### src/rtl/fir_output_stage_if.sv
// Bundle between the FIR control/MAC side, the output stage and the downstream consumer.
// The master modport is the environment; the slave modport is the output stage.
interface fir_output_stage_if #(
    parameter int TAP_W = 3,
    parameter int ACC_W = 20,
    parameter int OUT_W = 8
);
    logic             en;
    logic             mac_init;
    logic [TAP_W-1:0] tap_address;
    logic [ACC_W-1:0] acc_in;
    logic             ready_out;
    logic [OUT_W-1:0] y;
    logic             valid_out;
    logic             busy;
    logic             seq_err;
    logic             overflow;

    modport master (
        output en, mac_init, tap_address, acc_in, ready_out,
        input  y, valid_out, busy, seq_err, overflow
    );

    modport slave (
        input  en, mac_init, tap_address, acc_in, ready_out,
        output y, valid_out, busy, seq_err, overflow
    );
endinterface

### src/rtl/fir_output_stage.sv
// Follows the FIR tap sweep, captures the accumulator MAC_LAT cycles after the last tap,
// rounds/saturates it and queues it in a small FIFO for a valid/ready consumer.
//
//  state    | meaning
//  ST_IDLE  | waiting for tap 0 with en high
//  ST_SWEEP | inside a sweep, exp_tap is the next tap address expected
module fir_output_stage #(
    parameter int NTAPS      = 8,
    parameter int TAP_W      = 3,
    parameter int ACC_W      = 20,
    parameter int OUT_W      = 8,
    parameter int FRAC_SHIFT = 8,
    parameter int MAC_LAT    = 1,
    parameter int DEPTH      = 2
) (
    input  logic                clock,
    input  logic                reset,
    fir_output_stage_if.slave   bus
);
    localparam int PTR_W = (DEPTH > 1) ? $clog2(DEPTH) : 1;
    localparam int CNT_W = $clog2(DEPTH + 1);

    localparam logic [0:0] ST_IDLE  = 1'b0;
    localparam logic [0:0] ST_SWEEP = 1'b1;

    logic [0:0]       state;
    logic [TAP_W-1:0] exp_tap;
    logic             start, tap_ok, last_tap, abort;
    logic             seq_err_q;
    logic             unused_mac_init;

    assign unused_mac_init = bus.mac_init;

    always_comb begin
        start    = bus.en && (bus.tap_address == '0);
        tap_ok   = bus.en && (bus.tap_address == exp_tap);
        last_tap = (state == ST_SWEEP) && tap_ok && (exp_tap == TAP_W'(NTAPS - 1));
        abort    = (state == ST_SWEEP) && !tap_ok;
    end

    always_ff @(posedge clock) begin
        if (reset) begin
            state     <= ST_IDLE;
            exp_tap   <= '0;
            seq_err_q <= 1'b0;
        end else begin
            seq_err_q <= abort;
            case (state)
                ST_IDLE: begin
                    if (start) begin
                        state   <= ST_SWEEP;
                        exp_tap <= TAP_W'(1);
                    end
                end
                default: begin
                    if (tap_ok) begin
                        if (last_tap) state <= ST_IDLE;
                        else          exp_tap <= exp_tap + TAP_W'(1);
                    end else if (start) begin
                        // abort cycle that already carries tap 0 restarts without losing it
                        exp_tap <= TAP_W'(1);
                    end else begin
                        state <= ST_IDLE;
                    end
                end
            endcase
        end
    end

    logic [MAC_LAT-1:0] pipe;
    logic               capture;

    always_ff @(posedge clock) begin
        if (reset) begin
            pipe <= '0;
        end else begin
            pipe[0] <= last_tap;
            for (int i = 1; i < MAC_LAT; i++) pipe[i] <= pipe[i-1];
        end
    end

    assign capture = pipe[MAC_LAT-1];

    logic signed [ACC_W:0] acc_ext, rnd;
    logic        [OUT_W-1:0] sat;

    localparam logic signed [ACC_W:0] SAT_MAX = (ACC_W+1)'((64'sd1 <<< (OUT_W - 1)) - 64'sd1);
    localparam logic signed [ACC_W:0] SAT_MIN = (ACC_W+1)'(-(64'sd1 <<< (OUT_W - 1)));

    assign acc_ext = {bus.acc_in[ACC_W-1], bus.acc_in};

    generate
        if (FRAC_SHIFT > 0) begin : g_round
            localparam logic signed [ACC_W:0] HALF = (ACC_W+1)'(1) << (FRAC_SHIFT - 1);
            assign rnd = (acc_ext + HALF) >>> FRAC_SHIFT;
        end else begin : g_pass
            assign rnd = acc_ext;
        end
    endgenerate

    always_comb begin
        if (rnd > SAT_MAX)      sat = SAT_MAX[OUT_W-1:0];
        else if (rnd < SAT_MIN) sat = SAT_MIN[OUT_W-1:0];
        else                    sat = rnd[OUT_W-1:0];
    end

    logic [OUT_W-1:0] mem [DEPTH];
    logic [PTR_W-1:0] wr_ptr, rd_ptr;
    logic [CNT_W-1:0] count;
    logic [OUT_W-1:0] y_hold;
    logic             overflow_q;
    logic             valid, full, pop, push_ok;

    always_comb begin
        valid   = (count != '0);
        full    = (count == CNT_W'(DEPTH));
        pop     = valid && bus.ready_out;
        // when full, a same-cycle pop frees the slot the push lands in
        push_ok = capture && (!full || pop);
    end

    always_ff @(posedge clock) begin
        if (push_ok) mem[wr_ptr] <= sat;
    end

    always_ff @(posedge clock) begin
        if (reset) begin
            wr_ptr     <= '0;
            rd_ptr     <= '0;
            count      <= '0;
            y_hold     <= '0;
            overflow_q <= 1'b0;
        end else begin
            if (push_ok) wr_ptr <= wr_ptr + PTR_W'(1);
            if (capture && full && !pop) overflow_q <= 1'b1;
            if (pop) begin
                rd_ptr <= rd_ptr + PTR_W'(1);
                y_hold <= mem[rd_ptr];
            end
            case ({push_ok, pop})
                2'b10:   count <= count + CNT_W'(1);
                2'b01:   count <= count - CNT_W'(1);
                default: count <= count;
            endcase
        end
    end

    assign bus.y         = valid ? mem[rd_ptr] : y_hold;
    assign bus.valid_out = valid;
    assign bus.busy      = full || ((count == CNT_W'(DEPTH - 1)) && (|pipe));
    assign bus.seq_err   = seq_err_q;
    assign bus.overflow  = overflow_q;
endmodule
### src/flat_wrapper.sv
// flat-port wrapper written by rule: the top's interface ports become plain ports
module fir_output_stage_flat 
#(
    parameter int NTAPS      = 8,
    parameter int TAP_W      = 3,
    parameter int ACC_W      = 20,
    parameter int OUT_W      = 8,
    parameter int FRAC_SHIFT = 8,
    parameter int MAC_LAT    = 1,
    parameter int DEPTH      = 2
)
  (clock, reset, bus_en, bus_mac_init, bus_tap_address, bus_acc_in, bus_ready_out, bus_y, bus_valid_out, bus_busy, bus_seq_err, bus_overflow);
  fir_output_stage_if #(.TAP_W(TAP_W), .ACC_W(ACC_W), .OUT_W(OUT_W)) bus_i ();
  input  logic clock;
  input  logic reset;
  input wire logic [$bits(bus_i.en)-1:0] bus_en;
  input wire logic [$bits(bus_i.mac_init)-1:0] bus_mac_init;
  input wire logic [$bits(bus_i.tap_address)-1:0] bus_tap_address;
  input wire logic [$bits(bus_i.acc_in)-1:0] bus_acc_in;
  input wire logic [$bits(bus_i.ready_out)-1:0] bus_ready_out;
  output wire logic [$bits(bus_i.y)-1:0] bus_y;
  output wire logic [$bits(bus_i.valid_out)-1:0] bus_valid_out;
  output wire logic [$bits(bus_i.busy)-1:0] bus_busy;
  output wire logic [$bits(bus_i.seq_err)-1:0] bus_seq_err;
  output wire logic [$bits(bus_i.overflow)-1:0] bus_overflow;
  assign bus_i.en = bus_en;
  assign bus_i.mac_init = bus_mac_init;
  assign bus_i.tap_address = bus_tap_address;
  assign bus_i.acc_in = bus_acc_in;
  assign bus_i.ready_out = bus_ready_out;
  assign bus_y = bus_i.y;
  assign bus_valid_out = bus_i.valid_out;
  assign bus_busy = bus_i.busy;
  assign bus_seq_err = bus_i.seq_err;
  assign bus_overflow = bus_i.overflow;
  fir_output_stage #(.NTAPS(NTAPS), .TAP_W(TAP_W), .ACC_W(ACC_W), .OUT_W(OUT_W), .FRAC_SHIFT(FRAC_SHIFT), .MAC_LAT(MAC_LAT), .DEPTH(DEPTH)) u_core (.clock(clock), .reset(reset), .bus(bus_i));
endmodule
### config.mk
export PLATFORM = sky130hd
export DESIGN_NAME = fir_output_stage_flat
export DESIGN_NICKNAME = d
export VERILOG_FILES = /design/src/rtl/fir_output_stage_if.sv /design/src/rtl/fir_output_stage.sv /design/src/flat_wrapper.sv
export SDC_FILE = /design/constraint.sdc
export NUM_CORES = 1
export LEC_CHECK = 0
export CORE_MARGIN = 1
export CORE_UTILIZATION = 30
export CTS_CLUSTER_SIZE = 20
export DETAILED_ROUTE_END_ITERATION = 10
export PLACE_DENSITY_LB_ADDON = 0.05
export SLEW_MARGIN = 40
export SYNTH_ARGS = -nofsm -noshare
export SYNTH_HDL_FRONTEND = slang
export SYNTH_SLANG_ARGS = --single-unit
### constraint.sdc
create_clock -name clock -period 2.4 [get_ports clock]
set_input_delay 0.48 -clock clock [delete_from_list [all_inputs] [get_ports clock]]
set_output_delay 0.48 -clock clock [all_outputs]
set_load 0.005 [all_outputs]
== Yosys cells after proc, flatten, opt, wreduce, memory -nomap -nowiden ==
Memory sizes are Yosys's and may differ from the RTL's. A register that Yosys moved wholly into a read port is not among the register bits.
Cells that the tools add are included.
Word-level totals
  flip-flop bits (word level): 19
  memory bits (writable): 16
  bits of input ports: 28
  output and inout bits: 12
  logic and storage cells: 59
  memories: 1
Operators by class
  add/subtract/negate cells: 6
  magnitude comparators: 2
  equality and inequality tests: 7
  multiplexer cells: 16
  reductions and logical operators: 18
Memory list
  u_core.mem: depth 2, bits a word 8, rd ports 1, clocked after Yosys merged registers in 1, write ports 1, line fir_output_stage.sv:107  | logic [OUT_W-1:0] mem [DEPTH];
Operators with widths (number)
  $mux W8: 3
  $add A20 B9 Y21 const B: 1
  $gt A13 B8 Y1 const B: 1
  $lt A13 B8 Y1 const B: 1
  $mux W3: 4
  $logic_and A1 B1 Y1: 10
  $mux W1: 8
  $eq A2 B1 Y1 const B: 2
  $eq A2 B2 Y1 const B: 2
  $pmux W2 S2: 1
  $reduce_bool A2 Y1: 2
  $add A3 B1 Y3 const B: 1
  $eq A3 B3 Y1: 1
  $eq A3 B3 Y1 const B: 1
  $logic_not A1 Y1: 3
  $logic_not A3 Y1: 1
  $ne A3 B3 Y1 const B: 1
  $add A1 B1 Y1 const B: 2
  $add A2 B1 Y2 const B: 1
  $logic_or A1 B1 Y1: 2
  $sub A2 B1 Y2 const B: 1

== Logic depth before layout (Yosys ltp) ==
Gate-level depths: netlist of run 1.
  depth after elaboration: 7
  gate-level depth with buffers: 9

== Least setup slack after synthesis of run 1 ==
No wires, ideal clock.
  path type: input to register
  start point: in bus_acc_in[7]
  end point: mem u_core.mem[0][0] (data pin)
  setup time: 0.280 ns
  arrival: 1.767 ns
  data required time: 2.120 ns
  path slack: 0.353 ns
  stages: 7
  path buffers: 1
  cell sequence: ha_1 > buf_2 > nand4_1 > nor4b_1 > nor3_1 > o31ai_2 > o21ai_1
On the way
  cells in the longest elaborated chain, start to end: 4
  elaborated cells on any way between the ends: 5
  classes of those cells: add/sub: 1; order compare: 2; mux: 2
RTL lines
  start: declaration: line flat_wrapper.sv:19  | input wire logic [$bits(bus_i.acc_in)-1:0] bus_acc_in;
  $add A20 B9 Y21 *: line fir_output_stage.sv:95  | assign rnd = (acc_ext + HALF) >>> FRAC_SHIFT;
  $lt A13 B8 Y1: line fir_output_stage.sv:103  | else if (rnd < SAT_MIN) sat = SAT_MIN[OUT_W-1:0];
  $mux W8: line fir_output_stage.sv:103
  $mux W8 *: line fir_output_stage.sv:102  | if (rnd > SAT_MAX) sat = SAT_MAX[OUT_W-1:0];
  named net u_core.sat[0]: line fir_output_stage.sv:85  | logic [OUT_W-1:0] sat;
  end: declaration: line fir_output_stage.sv:107
Mark *: on every way through the listed nets, which the timed path passes. The rest lies on a longest branch.

== Worst setup path in the final report of run 1 ==
  start point: in bus_acc_in[8]
  end point: mem u_core.mem[1][1] (data pin)
Same word-level chain as after synthesis.

==> results.py, run 1 <==
metrics = {
    "status": {
        "run_status": "completed",
    },
    "sta": {
        "finalMaxSlewViolations": 0,
        "finalCritPeriodShare": 0.9586,
        "setup_viol": 0,
        "skew_ps": 9.948,
        "fmax_mhz": 434.7,
        "rsz0062_at_grt": "false",
        "setup_ws_ps": 99.44,
        "final.min_clock_period_ps": 2301,
        "fin_tns_setup_ps": 0,
        "worst_pin_slew_ps": 397.7,
        "finalHoldViolations": 0,
        "max_slew_margin": 0.7311,
    },
    "power_and_ir_drop": {
        "ir_worst_vdd_mv": 0.2832,
        "powerDensity_nw_per_um2": 605.9,
        "p_int_mw": 1.219,
        "p_clk_frac": 0.314,
        "power_frac_seq": 0.428,
        "power.switching_uw": 398.3,
        "comb_power_share": 0.258,
        "p_sw_frac": 0.2462,
        "p_leak_nw": 1.003,
    },
    "clock_tree": {
        "cts.htree.levels": 2,
        "post_cts.repair.setup_buffers": 0,
        "cts.clk_slew.worst_paths_ps": 70,
        "cts_sinks": 36,
        "clockBufferDepth": 2,
        "tritoncts": "done",
        "clk_latency_ps": 280,
        "cts_root_buffer": "clkbuf_8",
        "cts_buffers": 5,
        "hold_buffers": 0,
    },
    "floorplanning": {
        "placementRows": 28,
        "start_util": 0.3181,
        "die_h_um": 82.17,
        "core_area_um2": 6061,
        "num_io_pins": 40,
        "die_area_um2": 6752,
        "die-width_um": 82.17,
    },
    "job": {
        "drv_cap": 0,
    },
    "finish": {
        "stdcell_count": 331,
        "n_fill_cell": 594,
        "finalNetCount": 290,
        "drive_gt1_frac": 0.2539,
        "syn_to_final_growth_pct": 38.48,
        "fin_area_um2": 2670,
        "diodes": 0,
    },
    "worst_setup_path": {
        "crit_type": "primary input to register",
        "worstPathMaxFanout": 7,
        "cp-end-kind": "register",
        "r2r_cells": 7,
        "r2r-start": "u_core.count[1]$_SDFFE_PP0P_",
        "cp_data_required_time_ps": 2510,
        "worstPathArrival_ps": 2410,
        "startpoint_type": "primary input",
        "r2r_setup_slack_ps": 700,
        "timing.rr.end": "u_core.count[1]$_SDFFE_PP0P_",
    },
    "grt": {
        "grt_overflow": 0,
        "grt_pass1_vias": 1605,
        "grt_max_degree": 12,
        "antenna_found_initial": 0,
        "grt_pass1_wl_um": 6975,
        "grt_use_total": 0.1389,
    },
    "min_path": {
        "hp-start": "u_core.y_hold[6]$_SDFFE_PP0P_",
        "hold_class": "register to register",
        "holdPathStages": 2,
        "hold_path_end": "u_core.y_hold[6]$_SDFFE_PP0P_",
    },
    "place": {
        "dp.cells": 322,
        "placed_cell_area_um2": 2522,
        "post-place-ws_ps": -277.0,
        "dp_hpwl_um": 3296,
        "io_buffers": 31,
        "gp_congestion": 0.8730,
    },
    "route": {
        "drc": 0,
        "dr.pass1.iters": 4,
        "via_per_inst": 4.915,
        "wl_um": 4289,
        "wl_per_cell_um": 12.96,
        "drt_iter0_drc": 43,
        "drt.antenna.violating_nets": 0,
        "vias": 1627,
    },
    "yosys": {
        "synth.distinct_cells": 41,
        "ys_warn_count": 0,
        "synth-seq-cells": 36,
        "avgSynthCellArea_um2": 9.990,
        "synth.net_count": 228,
        "syn-cell-area_um2": 1928,
        "synthCells": 193,
        "seq_area_frac_synth": 0.4568,
    },
}
cells in the mapped netlist:
cell type | instances | area share
nand3_1 | 5 | 0.013
a21o_1 | 1 | 0.0039
o21a_2 | 1 | 0.0045
a211oi_1 | 2 | 0.0078
nor4_1 | 6 | 0.019
or2b_1 | 1 | 0.0039
a311oi_1 | 1 | 0.0045
a31oi_1 | 1 | 0.0032
nor3_1 | 13 | 0.034
o21ai_1 | 7 | 0.018
nor4b_1 | 3 | 0.014
ha_1 | 7 | 0.045
nand3_2 | 1 | 0.0052
dfxtp_1 | 20 | 0.21
nand2b_1 | 3 | 0.0097
xnor2_1 | 7 | 0.032
o311a_1 | 2 | 0.010
buf_1 | 1 | 0.0019
clkbuf_1 | 3 | 0.0058
and3_1 | 3 | 0.0097
edfxtp_1 | 16 | 0.25
nand2_1 | 8 | 0.016
o21ai_0 | 1 | 0.0026
o2bb2ai_1 | 1 | 0.0045
and4_1 | 2 | 0.0091
o221a_1 | 1 | 0.0058
and3_2 | 1 | 0.0039
a211o_1 | 1 | 0.0045
nand3b_1 | 2 | 0.0078
o31ai_2 | 1 | 0.0065
xor2_1 | 7 | 0.032
nand4_2 | 1 | 0.0065
a21oi_4 | 1 | 0.0084
buf_2 | 1 | 0.0026
nand4_1 | 2 | 0.0065
o31ai_1 | 1 | 0.0039
a21oi_1 | 3 | 0.0078
nor2_1 | 27 | 0.053
mux2_2 | 16 | 0.093
inv_1 | 10 | 0.019
inv_2 | 2 | 0.0039
final cells by class:
type	instances	area [µm²]	share of cell area
multi-input cells	140	1007	0.3772
inverters	12	47.55	0.01781
repair buffers	59	520.5	0.1949
clock inverters	2	35.03	0.01312
repair inverters	1	7.507	0.002812
well taps	75	93.84	0.03515
flip-flops and latches	36	885.9	0.3318
clock buffers	6	72.57	0.02718
worst max-delay path, stage by stage:
cell,delay [ps]
clkdlybuf4s50_1,490
buf_4,130
nand2_1,150
o311a_1,390
a311oi_1,360
o31ai_2,130
buf_4,170
o21ai_1,120
repair_timing:
item	4_1_cts	5_1_grt
gates cloned	0	1
setup endpoints to repair	8	22
gates resized for setup	2	6
pin swaps	0	1
routing by layer:
| layer | vias to the layer above | track usage | routed length (µm) |
|---|---|---|---|
| met1 | 746 | 0.1555 | 1928 |
| li1 | 822 | - | - |
| met4 | 0 | 0.06491 | 81 |
| met5 | - | 0 | 0 |
| met2 | 51 | 0.2496 | 2105 |
| met3 | 8 | 0.02967 | 173 |
how the worst max path moves through the flow:
stage	startpoint	end	slack (ps)	cells after the start
CTS	u_core.count[0]$_SDFFE_PP0P_	bus_y[3]	10	5
global placement	bus_acc_in[7]	u_core.mem[1][1]$_DFFE_PP_	-150	8
detailed placement	bus_acc_in[8]	u_core.mem[1][1]$_DFFE_PP_	-280	8
global route	bus_acc_in[8]	u_core.mem[0][5]$_DFFE_PP_	3	8
floorplan	bus_acc_in[7]	u_core.mem[0][0]$_DFFE_PP_	350	7
finish	bus_acc_in[8]	u_core.mem[1][1]$_DFFE_PP_	100	8
cells by family after synthesis:
kind of cell,count (synthesis),synth area share
DFF,36,0.4568
xor gates and xnor gates,14,0.06360
AOI/OAI and AO/OA,25,0.09669
and+or+nand+nor,78,0.2103
buffers and inverters,17,0.03374
adders and majority gates,7,0.04542
muxes,16,0.09344
flip-flops by register name, indices dropped and copies added, names as in the netlist, named ones only:
| register | count |
|---|---|
| u_core.bus.overflow | 1 |
| u_core.y_hold | 8 |
| u_core.bus.seq_err | 1 |
| u_core.wr_ptr | 1 |
| u_core.exp_tap | 3 |
| u_core.count | 2 |
| u_core.mem | 16 |
| u_core.capture | 1 |
| u_core.state | 1 |
| u_core.rd_ptr | 1 |
power groups by stage:
stage          sequential [mW]  clock (mW)  combinational (mW)
2_1_floorplan            0.694           0               0.206
3_3_place_gp             0.703           0               0.386
3_5_place_dp             0.705           0               0.394
4_1_cts                  0.692       0.524               0.400
5_1_grt                  0.697       0.554               0.460
6_report                 0.693       0.507               0.417
layout by cell type, fill, tap and decap left out, drive strengths merged, types with 2 or more instances in the layout:
cell / synthesis / layout
nand3b: 2 / 2
o311a: 2 / 2
and3: 4 / 4
dfxtp: 20 / 20
nand2b: 3 / 3
clkdlybuf4s50: 0 / 31
a211oi: 2 / 2
nor4: 6 / 6
buf: 2 / 28
inv: 12 / 12
clkbuf: 3 / 6
nor4b: 3 / 3
xor2: 7 / 7
edfxtp: 16 / 16
o21ai: 8 / 8
nand2: 8 / 8
o31ai: 2 / 2
and4: 2 / 2
ha: 7 / 7
a21oi: 4 / 4
xnor2: 7 / 7
mux2: 16 / 16
nor3: 13 / 13
nand4: 3 / 3
nand3: 6 / 6
nor2: 27 / 27
metrics by stage:
stage,util,power (mW),hold slack [ps]
after global placement,0.4162,1.089,467.4
after detailed placement,0.4162,1.099,488.3
after floorplan,-,0.9002,460.5
final,0.4405,1.618,501.3
after CTS,0.4346,1.616,499.3
after global routing,0.4405,1.711,527.6
No activity file was read; power rests on OpenSTA's default activity.
==> run 2: changes to the inputs <==
--- a/config.mk
+++ b/config.mk
@@ -9,7 +9,7 @@
 export CORE_UTILIZATION = 30
 export CTS_CLUSTER_SIZE = 20
 export DETAILED_ROUTE_END_ITERATION = 10
-export PLACE_DENSITY_LB_ADDON = 0.05
+export PLACE_DENSITY = 0.49
 export SLEW_MARGIN = 40
 export SYNTH_ARGS = -nofsm -noshare
 export SYNTH_HDL_FRONTEND = slang
==> results.py, run 2 (synthesized netlist as in run 1, its figures left out) <==
metrics = {
    "sta": {
        "finalCritPeriodShare": 0.9558,
        "setup_viol": 0,
        "finalMaxSlewViolations": 0,
        "rsz0062_at_grt": "false",
        "fmax_mhz": 435.9,
        "worst_pin_slew_ps": 435.1,
        "skew_ps": 9.522,
        "fin_tns_setup_ps": 0,
        "setup_ws_ps": 106.0,
        "final.min_clock_period_ps": 2294,
        "max_slew_margin": 0.7090,
        "finalHoldViolations": 0,
    },
    "worst_setup_path": {
        "crit_chain": "mux2_2, mux2_2, clkdlybuf4s50_1",
        "max_stage_delay_ps": 440,
        "worstPathMaxFanout": 8,
        "critPathSlowestCell": "dfxtp_2",
        "path_buf_inv": 1,
        "crit_top_cell": "mux2_2",
        "cp_data_required_time_ps": 1920,
        "worstPathArrival_ps": 1810,
        "cp-end-kind": "primary output",
        "critical_path.top_delay_family": "multiplexers",
        "crit_type": "register to primary output",
        "startpoint_type": "register",
    },
    "route": {
        "via_per_inst": 4.766,
        "drt.antenna.violating_nets": 0,
        "drc": 0,
        "dr.pass1.iters": 4,
        "drt_iter0_drc": 33,
        "wl_per_cell_um": 12.26,
        "vias": 1587,
        "wl_um": 4083,
    },
    "floorplanning": {
        "core_area_um2": 6061,
        "die_h_um": 82.17,
        "die-width_um": 82.17,
        "num_io_pins": 40,
        "placementRows": 28,
        "die_area_um2": 6752,
        "start_util": 0.3181,
    },
    "clock_tree": {
        "cts.htree.levels": 2,
        "cts_root_buffer": "clkbuf_8",
        "tritoncts": "done",
        "clockBufferDepth": 2,
        "hold_buffers": 0,
        "cts_buffers": 5,
        "cts_sinks": 36,
        "clk_latency_ps": 280,
        "cts.clk_slew.worst_paths_ps": 70,
    },
    "job": {
        "drv_cap": 0,
    },
    "grt": {
        "use_met3": 0.03297,
        "grt_overflow": 0,
        "grt_pass1_vias": 1492,
        "grt.busiest_layer": "met2",
        "grt_util_met1": 0.1561,
        "grt_max_degree": 12,
        "grtUsageMet2": 0.2306,
        "grt_use_total": 0.1350,
        "grt_pass1_wl_um": 6713,
        "antenna_found_initial": 0,
    },
    "finish": {
        "syn_to_final_growth_pct": 37.90,
        "stdcell_count": 333,
        "layout_commonest_cell": "clkdlybuf4s50_1",
        "largest-register": "u_core.mem",
        "layout_common_cells": "31 x clkdlybuf4s50_1, 30 x buf_4, 27 x nor2_1",
        "largest_reg_flops": 16,
        "finalNetCount": 292,
        "top_regs": "u_core.mem: 16 flops, u_core.y_hold: 8 flops, u_core.exp_tap: 3 flops",
        "drive_gt1_frac": 0.2558,
        "diodes": 0,
    },
    "place": {
        "io_buffers": 31,
        "dp_hpwl_um": 3031,
        "gp_congestion": 0.8731,
        "dp.cells": 324,
        "post-place-ws_ps": -201.5,
    },
    "power_and_ir_drop": {
        "ir_worst_vdd_mv": 0.3232,
        "p_leak_nw": 0.9947,
        "powerDensity_nw_per_um2": 566.7,
        "p_total_mw": 1.507,
    },
    "status": {
        "run_status": "completed",
    },
    "min_path": {
        "hold_class": "register to register",
    },
}
-- run 2: cell count changes in the layout (fill, tap and decap cells not counted), sizes merged --
| cell | change |
|---|---|
| buf | +2 |
| bufinv | -1 |
| clkinvlp | +1 |
-- run 2: final timing paths --
path	startpoint	to	slack, ps	cells after the start
setup / recovery	register	bus_y[7]	110	3
hold / removal	u_core.y_hold[1]$_SDFFE_PP0P_	u_core.y_hold[1]$_SDFFE_PP0P_	500	2
setup reg to reg	u_core.count[0]$_SDFFE_PP0P_	u_core.count[0]$_SDFFE_PP0P_	710	8
hold reg to reg	u_core.y_hold[1]$_SDFFE_PP0P_	u_core.y_hold[1]$_SDFFE_PP0P_	500	2
-- run 2: routing by layer --
metal / vias to the layer above / routed length (µm)
met5: - / 0
met4: 0 / 124
met3: 9 / 158
met2: 39 / 1899
met1: 716 / 1900
li1: 823 / -
-- run 2: cell type report --
cell class | count | area [µm²]
fillers | 602 | 3402
multi-input cells | 140 | 1007
well taps | 75 | 93.84
flip-flops and latches | 36 | 883.3
repair buffers | 61 | 535.5
repair inverters | 1 | 7.507
clock buffers | 6 | 72.57
inverters | 12 | 47.55
clock inverters | 2 | 11.26
-- run 2: worst min-delay path, delay by kind of cell, from the launching register on --
| family | cells | cell delay, ps |
|---|---|---|
| flops | 1 | 310 |
| simple gates | 2 | 140 |
-- run 2: power by group --
part / switching, mW / internal (mW)
combinational: 0.172 / 0.238
clock: 0.203 / 0.201
sequential: 0.0206 / 0.671
total: 0.396 / 1.11
-- run 2: repair_timing --
item,4_1_cts,5_1_grt
cloned,1,0
gates resized for setup,3,4
pin swaps,0,2
setup buffers,0,0
endpoints found under the setup margin,8,22
hold endpoints to repair,0,0
-- run 2: per-stage QoR --
stage,hold slack [ps],cell area (µm²),utilization
2_1_floorplan,460.5,1928,-
3_3_place_gp,475.5,2537,0.4187
3_5_place_dp,479.0,2537,0.4187
4_1_cts,499.4,2635,0.4348
5_1_grt,509.2,2659,0.4387
6_report,496.7,2659,0.4387
==> run 3: changes to the inputs <==
--- a/config.mk
+++ b/config.mk
@@ -7,7 +7,7 @@
 export LEC_CHECK = 0
 export CORE_MARGIN = 1
 export CORE_UTILIZATION = 30
-export CTS_CLUSTER_SIZE = 20
+export CTS_CLUSTER_SIZE = 25
 export DETAILED_ROUTE_END_ITERATION = 10
 export PLACE_DENSITY = 0.49
 export SLEW_MARGIN = 40
==> results of run 3 <==
No change in the layout: final DEF, timing and power equal those of run 2.
